--- src/rtl/pipe_reg_pkg.sv ---
// -----------------------------------------------------------------------------
// pipe_reg_pkg
// Shared definitions for the inter-stage pipeline register.
//   - Control bit indices within the ctrl field.
//   - Default widths used by the five-stage CPU datapath.
//   - pipe_slot_t: one slot's contents at the default widths.
// -----------------------------------------------------------------------------
package pipe_reg_pkg;

    // Control bit positions
    localparam int unsigned CTRL_MEMREAD  = 0;
    localparam int unsigned CTRL_MEMTOREG = 1;
    localparam int unsigned CTRL_MEMWRITE = 2;
    localparam int unsigned CTRL_REGWRITE = 3;

    // Default widths
    localparam int unsigned DEF_DATA_W = 64;
    localparam int unsigned DEF_CTRL_W = 4;
    localparam int unsigned DEF_WREG_W = 5;

    typedef struct packed {
        logic                  valid;
        logic [DEF_CTRL_W-1:0] ctrl;
        logic [DEF_WREG_W-1:0] wreg;
        logic [DEF_DATA_W-1:0] data;
    } pipe_slot_t;

endpackage

--- src/rtl/pipe_reg_slot.sv ---
// -----------------------------------------------------------------------------
// pipe_reg_slot
// One slot of the pipeline register chain: load, hold or bubble per edge.
// Priority: rst (async) > i_flush > i_stall (hold) > load.
// A load from an invalid source stores a clean bubble (all fields zero).
//
// Ports
//   i_clk, i_rst              clock, asynchronous active-high reset
//   i_stall                   hold current contents
//   i_flush                   become a bubble at the next edge
//   i_valid/i_data/i_ctrl/i_wreg   source contents
//   o_valid/o_data/o_ctrl/o_wreg   registered slot contents
// -----------------------------------------------------------------------------
module pipe_reg_slot #(
    parameter int unsigned DATA_W = 64,
    parameter int unsigned CTRL_W = 4,
    parameter int unsigned WREG_W = 5
) (
    input  logic              i_clk,
    input  logic              i_rst,
    input  logic              i_stall,
    input  logic              i_flush,
    input  logic              i_valid,
    input  logic [DATA_W-1:0] i_data,
    input  logic [CTRL_W-1:0] i_ctrl,
    input  logic [WREG_W-1:0] i_wreg,
    output logic              o_valid,
    output logic [DATA_W-1:0] o_data,
    output logic [CTRL_W-1:0] o_ctrl,
    output logic [WREG_W-1:0] o_wreg
);

    logic              r_valid;
    logic [DATA_W-1:0] r_data;
    logic [CTRL_W-1:0] r_ctrl;
    logic [WREG_W-1:0] r_wreg;

    always_ff @(posedge i_clk or posedge i_rst) begin
        if (i_rst) begin
            r_valid <= 1'b0;
            r_data  <= '0;
            r_ctrl  <= '0;
            r_wreg  <= '0;
        end else if (i_flush) begin
            r_valid <= 1'b0;
            r_data  <= '0;
            r_ctrl  <= '0;
            r_wreg  <= '0;
        end else if (!i_stall) begin
            // Invalid source: store zeros so downstream never sees stale fields
            r_valid <= i_valid;
            r_data  <= i_valid ? i_data : '0;
            r_ctrl  <= i_valid ? i_ctrl : '0;
            r_wreg  <= i_valid ? i_wreg : '0;
        end
    end

    assign o_valid = r_valid;
    assign o_data  = r_data;
    assign o_ctrl  = r_ctrl;
    assign o_wreg  = r_wreg;

endmodule

--- src/rtl/pipe_stage_reg.sv ---
// -----------------------------------------------------------------------------
// pipe_stage_reg
// DEPTH-deep chain of pipeline register slots with valid, global stall,
// per-slot flush and per-slot hazard taps. Outputs are straight from flops.
//
// Ports
//   clk, rst                  clock, asynchronous active-high reset
//   stall                     every non-flushed slot holds
//   flush[DEPTH]              bit i turns slot i into a bubble
//   in_valid/in_data/in_ctrl/in_wreg      slot 0 source
//   out_valid/out_data/out_ctrl/out_wreg  contents of slot DEPTH-1
//   tap_valid[DEPTH]          valid of each slot
//   tap_wreg[DEPTH*WREG_W]    wreg of each slot, slot i at [i*WREG_W +: WREG_W]
//   tap_regwrite[DEPTH]       RegWrite gated by valid, per slot
//   stall_cnt, bubble_cnt     saturating performance counters
//
// Build option
//   PIPE_STAGE_REG_PERF_EN    when defined, the counters are implemented;
//                             otherwise both ports are tied to zero.
// -----------------------------------------------------------------------------
module pipe_stage_reg
    import pipe_reg_pkg::*;
#(
    parameter int unsigned DATA_W = DEF_DATA_W,
    parameter int unsigned CTRL_W = DEF_CTRL_W,
    parameter int unsigned WREG_W = DEF_WREG_W,
    parameter int unsigned DEPTH  = 1,
    parameter int unsigned CNT_W  = 16
) (
    input  logic                    clk,
    input  logic                    rst,
    input  logic                    stall,
    input  logic [DEPTH-1:0]        flush,
    input  logic                    in_valid,
    input  logic [DATA_W-1:0]       in_data,
    input  logic [CTRL_W-1:0]       in_ctrl,
    input  logic [WREG_W-1:0]       in_wreg,
    output logic                    out_valid,
    output logic [DATA_W-1:0]       out_data,
    output logic [CTRL_W-1:0]       out_ctrl,
    output logic [WREG_W-1:0]       out_wreg,
    output logic [DEPTH-1:0]        tap_valid,
    output logic [DEPTH*WREG_W-1:0] tap_wreg,
    output logic [DEPTH-1:0]        tap_regwrite,
    output logic [CNT_W-1:0]        stall_cnt,
    output logic [CNT_W-1:0]        bubble_cnt
);

    // Source of each slot and registered contents of each slot
    logic              w_src_valid [DEPTH];
    logic [DATA_W-1:0] w_src_data  [DEPTH];
    logic [CTRL_W-1:0] w_src_ctrl  [DEPTH];
    logic [WREG_W-1:0] w_src_wreg  [DEPTH];

    logic              w_q_valid   [DEPTH];
    logic [DATA_W-1:0] w_q_data    [DEPTH];
    logic [CTRL_W-1:0] w_q_ctrl    [DEPTH];
    logic [WREG_W-1:0] w_q_wreg    [DEPTH];

    for (genvar g = 0; g < DEPTH; g++) begin : g_slot
        if (g == 0) begin : g_head
            assign w_src_valid[g] = in_valid;
            assign w_src_data[g]  = in_data;
            assign w_src_ctrl[g]  = in_ctrl;
            assign w_src_wreg[g]  = in_wreg;
        end else begin : g_link
            // Upstream pre-edge contents, so a flushed slot still hands its
            // instruction to the next slot on the same edge
            assign w_src_valid[g] = w_q_valid[g-1];
            assign w_src_data[g]  = w_q_data[g-1];
            assign w_src_ctrl[g]  = w_q_ctrl[g-1];
            assign w_src_wreg[g]  = w_q_wreg[g-1];
        end

        pipe_reg_slot #(
            .DATA_W (DATA_W),
            .CTRL_W (CTRL_W),
            .WREG_W (WREG_W)
        ) u_slot (
            .i_clk   (clk),
            .i_rst   (rst),
            .i_stall (stall),
            .i_flush (flush[g]),
            .i_valid (w_src_valid[g]),
            .i_data  (w_src_data[g]),
            .i_ctrl  (w_src_ctrl[g]),
            .i_wreg  (w_src_wreg[g]),
            .o_valid (w_q_valid[g]),
            .o_data  (w_q_data[g]),
            .o_ctrl  (w_q_ctrl[g]),
            .o_wreg  (w_q_wreg[g])
        );

        assign tap_valid[g]                   = w_q_valid[g];
        assign tap_wreg[g*WREG_W +: WREG_W]   = w_q_wreg[g];
        assign tap_regwrite[g]                = w_q_valid[g] & w_q_ctrl[g][CTRL_REGWRITE];
    end

    assign out_valid = w_q_valid[DEPTH-1];
    assign out_data  = w_q_data[DEPTH-1];
    assign out_ctrl  = w_q_ctrl[DEPTH-1];
    assign out_wreg  = w_q_wreg[DEPTH-1];

`ifdef PIPE_STAGE_REG_PERF_EN
    logic [CNT_W-1:0] r_stall_cnt;
    logic [CNT_W-1:0] r_bubble_cnt;
    logic             w_stall_inc;
    logic             w_bubble_inc;

    assign w_stall_inc  = stall & w_q_valid[DEPTH-1];
    // Last slot loads a zero valid: flushed, or advancing from a bubble
    assign w_bubble_inc = flush[DEPTH-1] | (~stall & ~w_src_valid[DEPTH-1]);

    always_ff @(posedge clk or posedge rst) begin
        if (rst) begin
            r_stall_cnt  <= '0;
            r_bubble_cnt <= '0;
        end else begin
            if (w_stall_inc && (r_stall_cnt != '1)) begin
                r_stall_cnt <= r_stall_cnt + 1'b1;
            end
            if (w_bubble_inc && (r_bubble_cnt != '1)) begin
                r_bubble_cnt <= r_bubble_cnt + 1'b1;
            end
        end
    end

    assign stall_cnt  = r_stall_cnt;
    assign bubble_cnt = r_bubble_cnt;
`else
    assign stall_cnt  = '0;
    assign bubble_cnt = '0;
`endif

endmodule

--- config.mk ---
export PLATFORM = sky130hd
export DESIGN_NAME = pipe_stage_reg
export DESIGN_NICKNAME = d
export VERILOG_FILES = /design/src/rtl/pipe_reg_pkg.sv /design/src/rtl/pipe_reg_slot.sv /design/src/rtl/pipe_stage_reg.sv
export SDC_FILE = /design/constraint.sdc
export NUM_CORES = 1
export LEC_CHECK = 0
export CAP_MARGIN = 20
export CORE_MARGIN = 2
export CORE_UTILIZATION = 34
export CTS_CLUSTER_DIAMETER = 200
export CTS_CLUSTER_SIZE = 28
export DETAILED_ROUTE_END_ITERATION = 6
export PLACE_DENSITY = 0.76
export SLEW_MARGIN = 5
export SYNTH_ARGS = -nofsm -noshare
export SYNTH_HDL_FRONTEND = slang
export SYNTH_SLANG_ARGS = --single-unit
--- constraint.sdc ---
create_clock -name clk -period 2.2 [get_ports clk]
set_input_delay 0.44 -clock clk [delete_from_list [all_inputs] [get_ports clk]]
set_output_delay 0.44 -clock clk [all_outputs]
set_load 0.1 [all_outputs]
==> results of run 1 <==
## power by group through the flow
stage	Sequential, µW	Clock [µW]	Combinational (µW)
finish	1440	1300	1070
global route	1450	1420	1120
CTS	1440	1340	1080
detailed placement	1470	0	1080
global placement	1460	0	1070
floorplan	1830	0	479
## layout make-up
| cell class | count | share of cell area |
|---|---|---|
| sequential | 74 | 0.3803 |
| clock buffer | 12 | 0.03186 |
| multi-input combinational | 187 | 0.2323 |
| clock inverter | 4 | 0.02004 |
| timing repair buffer | 166 | 0.3001 |
| tap | 129 | 0.03314 |
| inverter | 2 | 0.002312 |
## cell usage in the layout, fill, tap and decap left out, drive strengths merged
cell and n:
mux2i 1, conb 32, a21oi 38, inv 1, a32o 35, nor2b 2, clkbuf 12, buf 91
nor2 2, clkdlybuf4s50 75, bufinv 3, and2 1, nand2 38, dfrtp 74, clkinvlp 2, nand3b 38
## logic make-up (layout without fill, tap and decap cells)
kind of cell,after synthesis,after routing,synth area share
simple gates,81,81,0.1375
flops,74,74,0.5606
compound gates,73,73,0.1636
buf+inv,68,184,0.1341
other cells,1,32,0.001135
mux,1,1,0.003030
## critical path: cells and delay by family
family                 cells  cell delay (ns)
AOI/OAI and AO/OA          1             0.23
buffers and inverters      3             1.13
and+or+nand+nor            1             0.09
## cells in the mapped netlist
cell	count	area, µm²
nand3b_1	38	285.3
dfrtp_1	74	1852
buf_2	12	60.06
a21oi_1	38	190.2
conb_1	1	3.750
and2_1	1	6.260
inv_1	2	7.510
nor2_1	2	7.510
nand2_1	38	142.6
mux2i_1	1	10.01
nor2b_1	2	12.51
a32o_1	35	350.3
clkbuf_1	12	45.04
buf_6	4	45.04
buf_4	38	285.3
## sequential cells by signal (all words and copies together), names as in the netlist
signal and flops:
g_slot.u_slot.o_data 64, g_slot.u_slot.o_wreg 5, g_slot.u_slot.o_ctrl 4, g_slot.u_slot.o_valid 1
## stage by stage
stage	hold WS (ns)	util	area, µm²	setup TNS (ns)
floorplan	0.5986	-	3425	0
global placement	0.4736	0.4934	4602	0
detailed placement	0.4822	0.4934	4602	-0.5695
CTS	0.3213	0.5205	4855	0
global route	0.3272	0.5221	4870	0
finish	0.3406	0.5221	4870	0
## how the worst max path moves through the flow
stage                                          from                                       to  slack (ns)  cells past startpoint
6_report                                      flush  g_slot[0].u_slot.o_data[13]$_DFFE_PP0P_        0.50                      5
5_1_grt                                       flush  g_slot[0].u_slot.o_data[13]$_DFFE_PP0P_        0.43                      5
4_1_cts                                       flush   g_slot[0].u_slot.o_data[4]$_DFFE_PP0P_        0.32                      3
3_5_place_dp                                  flush   g_slot[0].u_slot.o_data[4]$_DFFE_PP0P_       -0.04                      3
3_3_place_gp                                  flush   g_slot[0].u_slot.o_wreg[2]$_DFFE_PP0P_        0.06                      3
2_1_floorplan  g_slot[0].u_slot.o_valid$_DFFE_PP0P_                             tap_regwrite        0.22                      1
## per-layer routing
metal  vias up  track usage  routed length (µm)
met1      1335       0.1992                3343
met2       114       0.2599                4358
met5         -            0                   0
met3        12      0.04746                 636
li1       1267            -                   -
met4         0      0.05846                 129
==> out/metrics.cfg, run 1 <==
[outcome]
status = finished clean

[drt]
ant_nets = 0
drt_iter0_drc = 118
num_vias = 2728
drc_errors = 0
drt_wl_total_um = 8467
wl_per_cell_um = 14.75
routed_via_density = 4.753
first_pass_iters = 4

[setup_path]
r2r_start = g_slot[0].u_slot.o_wreg[4]$_DFFE_PP0P_
critPathMaxFanout = 41
cp_common_cell = buf_4
worstPathCellList = clkdlybuf4s50_1 -> buf_4 -> nor2b_2 -> buf_4 -> a32o_1
slowest_stage = clkdlybuf4s50_1
r2r_end = g_slot[0].u_slot.o_wreg[4]$_DFFE_PP0P_
regToRegSetupSlack_ns = 1.46
critPathKind = input port to flop
start_kind = input port
critPathArrivalTime_ns = 1.92
worstRegToRegCells = 1
end_kind = flop
max_stage_delay_ns = 0.50
worst_ep_required_time_ns = 2.42

[floorplan]
initial_utilization = 0.3541
ios = 191
std_cell_rows = 35
core_mm2 = 0.009328
die_x_um = 102.6
die_area_mm2 = 0.01052
die_y_um = 102.6

[clocking]
ctsHoldBuffers = 0
cts_tree = built
cts-root-buf = clkbuf_8
cts_max_level = 3
insertion_delay_ns = 0.32
post_cts_resized = 0
numCtsBuffers = 9
cts.sinks = 74
postCtsSetupRepairBufs = 0
clk_pin_slew_worst_paths_ns = 0.08
clock_path_buffers = 2

[yosys]
ys_ff_latch = 74
ys_seq_area_frac = 0.5606
syn_inst = 298
yosysWarnings = 0
post_synth_num_cell_types = 15
synth_area_per_cell_um2 = 11.08
syn_area_mm2 = 0.003303

[finish]
multi_input_area_mm2 = 0.001131
stdcell_count = 574
ff_latch_area_mm2 = 0.001852
num_antenna_cells = 0
final_layout_size_suffix_gt1_frac = 0.2472
nets = 518
fillCellCount = 856
area_growth_pct = 47.42

[timing]
grt_setup_unrepaired = no
fin_crit_sh = 0.7743
setup_viol = 0
drv_slew = 0
worstMarginPinSlew_ns = 0.6702
hold_viol = 0
fmax_ghz = 0.5870
max_slew_margin = 0.5527
clock_skew_ns = 0
fin_ws_ns = 0.4965
layout_min_cycle_time_ns = 1.704

[placed_design]
gp_congestion = 0.7344
dp_hpwl_um = 5979
dp.cells = 557
pre_cts_ws_ns = -0.04140
port_buffers = 158

[pwr]
ir_drop_uv = 314.9
p_sw_uw = 1332
intPower_uw = 2480
power.total_uw = 3812
sw_frac_of_total = 0.3495
power_density_mw_per_mm2 = 782.8
power_frac_clock = 0.341
seqPwrFrac = 0.378
pwr-share-comb = 0.282
leakage_uw = 0.002241

[global_route]
grt_start_max_net_pins = 80
grtUsageTotal = 0.1586
grt_pass1_vias = 2644
grt_pass1_wl_um = 13050
overflow = 0
antenna_found_initial = 0

[worst_hold_path]
min_path_type = input port to async pin

[job]
maxCapViolCount = 0

(Power assumes the default switching activity.)
==> run 2, diff against run 1 <==
--- a/config.mk
+++ b/config.mk
@@ -7,11 +7,11 @@
 export LEC_CHECK = 0
 export CAP_MARGIN = 20
 export CORE_MARGIN = 2
-export CORE_UTILIZATION = 34
+export CORE_UTILIZATION = 38
 export CTS_CLUSTER_DIAMETER = 200
 export CTS_CLUSTER_SIZE = 28
 export DETAILED_ROUTE_END_ITERATION = 6
-export PLACE_DENSITY = 0.76
+export PLACE_DENSITY = 0.8
 export SLEW_MARGIN = 5
 export SYNTH_ARGS = -nofsm -noshare
 export SYNTH_HDL_FRONTEND = slang
==> constraint.sdc (replaced) <==
create_clock -name clk -period 1.6 [get_ports clk]
set_input_delay 0.32 -clock clk [delete_from_list [all_inputs] [get_ports clk]]
set_output_delay 0.32 -clock clk [all_outputs]
set_load 0.1 [all_outputs]
==> run 2 against run 1 <==
Against the previous run:
- non-clock buffer count unchanged
- clock power increased by 23%
- final cell count is 3.7% lower
- count of clock-buffer cells in the layout did not move
- highest routed layer unchanged
- combinational power rose by 56%
- sequential share of layout area down 6.1 points
- design area grew 20%
- sequential power up 40%
- flip-flop and latch count stayed put
- register-to-register slack got worse by 0.65 ns
==> out/metrics.cfg, run 2 (synthesis results as in run 1) <==
[outcome]
status = finished clean

[job]
maxCapViolCount = 0

[floorplan]
die_y_um = 97.24
ios = 191
die_area_mm2 = 0.009455
die_x_um = 97.24
core_mm2 = 0.008593
initial_utilization = 0.3844
std_cell_rows = 34

[global_route]
grt_start_max_net_pins = 80
antenna_found_initial = 0
met2_usage = 0.3152
grt_pass1_vias = 2762
overflow = 0
grt_pass1_wl_um = 13650
gr-usage-met3 = 0.04892
grtUsageTotal = 0.1789
grt.busiest_layer = met2
grtUsageMet1 = 0.2100

[placed_design]
dpl_cell_area_mm2 = 0.005608
pre_cts_ws_ns = 0.05678
dp_hpwl_um = 6321
gp_congestion = 0.7447
port_buffers = 158

[clocking]
postCtsSetupRepairBufs = 0
insertion_delay_ns = 0.32
cts.sinks = 74
post_cts_resized = 0
numCtsBuffers = 9
ctsHoldBuffers = 0
cts_max_level = 3
cts_tree = built
cts-root-buf = clkbuf_8
clk_pin_slew_worst_paths_ns = 0.08
clock_path_buffers = 2

[worst_hold_path]
min_path_type = input port to async pin

[timing]
grt_setup_unrepaired = no
fin_crit_sh = 0.9247
worstMarginPinSlew_ns = 0.6474
setup_viol = 0
max_slew_margin = 0.5679
worst_hold_slack_ns = 0.4438
fin_ws_ns = 0.1205
drv_slew = 0
fmax_ghz = 0.6759
layout_min_cycle_time_ns = 1.480
clock_skew_ns = 0
hold_viol = 0

[finish]
final_common_cell = buf_12
postLayoutCellArea_mm2 = 0.005829
nets = 518
area_growth_pct = 76.48
fin_util = 0.6784
fillCellCount = 636
mostFrequentLayoutCells = buf_12, clkdlybuf4s50_1, dfrtp_1
final_layout_size_suffix_gt1_frac = 0.2629
largest_reg_flops = 64
num_antenna_cells = 0

[drt]
ant_nets = 0
drc_errors = 0
num_vias = 2738
first_pass_iters = 4
routed_via_density = 4.951
drt_iter0_drc = 132
wl_per_cell_um = 15.71
drt_wl_total_um = 8689

[setup_path]
start_kind = flop
regToRegSetupSlack_ns = 0.81
slowest_stage = dfrtp_2
r2r_end = g_slot[0].u_slot.o_wreg[4]$_DFFE_PP0P_
critPathKind = flop to output port
max_stage_delay_ns = 0.45
r2r_start = g_slot[0].u_slot.o_wreg[4]$_DFFE_PP0P_
critPathTopFamily = flip-flops
cp.buffers_inverters = 1
end_kind = output port
worstRegToRegCells = 1
critPathArrivalTime_ns = 1.16
worstPathCellList = and2_2 -> buf_12
path_depth = 2
critPathMaxFanout = 4
worst_ep_required_time_ns = 1.28

[pwr]
power_density_mw_per_mm2 = 907.9
ir_drop_uv = 453.8
power.total_uw = 5292
leakage_uw = 0.002456

## run 2: per-stage QoR
stage,TNS [ns],std cells
2_1_floorplan,0,329
3_3_place_gp,-3.085,536
3_5_place_dp,0,537
4_1_cts,0,553
5_1_grt,0,553
6_report,0,553
## run 2: layout make-up
type,count,area [µm²],share of cell area
timing repair buffer,166,2470,0.4237
inverter,2,11.26,0.001932
sequential,74,1861,0.3192
tap,108,135.1,0.02318
clock buffer,12,145.1,0.02490
multi-input combinational,187,1131,0.1940
clock inverter,4,76.32,0.01309
## run 2: power by group
group | switching, µW | internal [µW] | leakage (µW)
Combinational | 1130 | 541 | 0.00135
Sequential | 82.4 | 1940 | 0.000998
Clock | 670 | 926 | 0.000107
## run 2: how the worst max path moves through the flow
stage	startpoint	to
finish	g_slot[0].u_slot.o_valid$_DFFE_PP0P_	tap_regwrite
global placement	flush	g_slot[0].u_slot.o_wreg[1]$_DFFE_PP0P_
CTS	g_slot[0].u_slot.o_valid$_DFFE_PP0P_	tap_regwrite
floorplan	g_slot[0].u_slot.o_ctrl[3]$_DFFE_PP0P_	tap_regwrite
global route	g_slot[0].u_slot.o_valid$_DFFE_PP0P_	tap_regwrite
detailed placement	flush	g_slot[0].u_slot.o_data[8]$_DFFE_PP0P_
## run 2: routing by layer
layer	up-vias	wire length (µm)
met5	-	0
li1	1269	-
met1	1334	3384
met4	0	184
met3	15	587
met2	120	4532
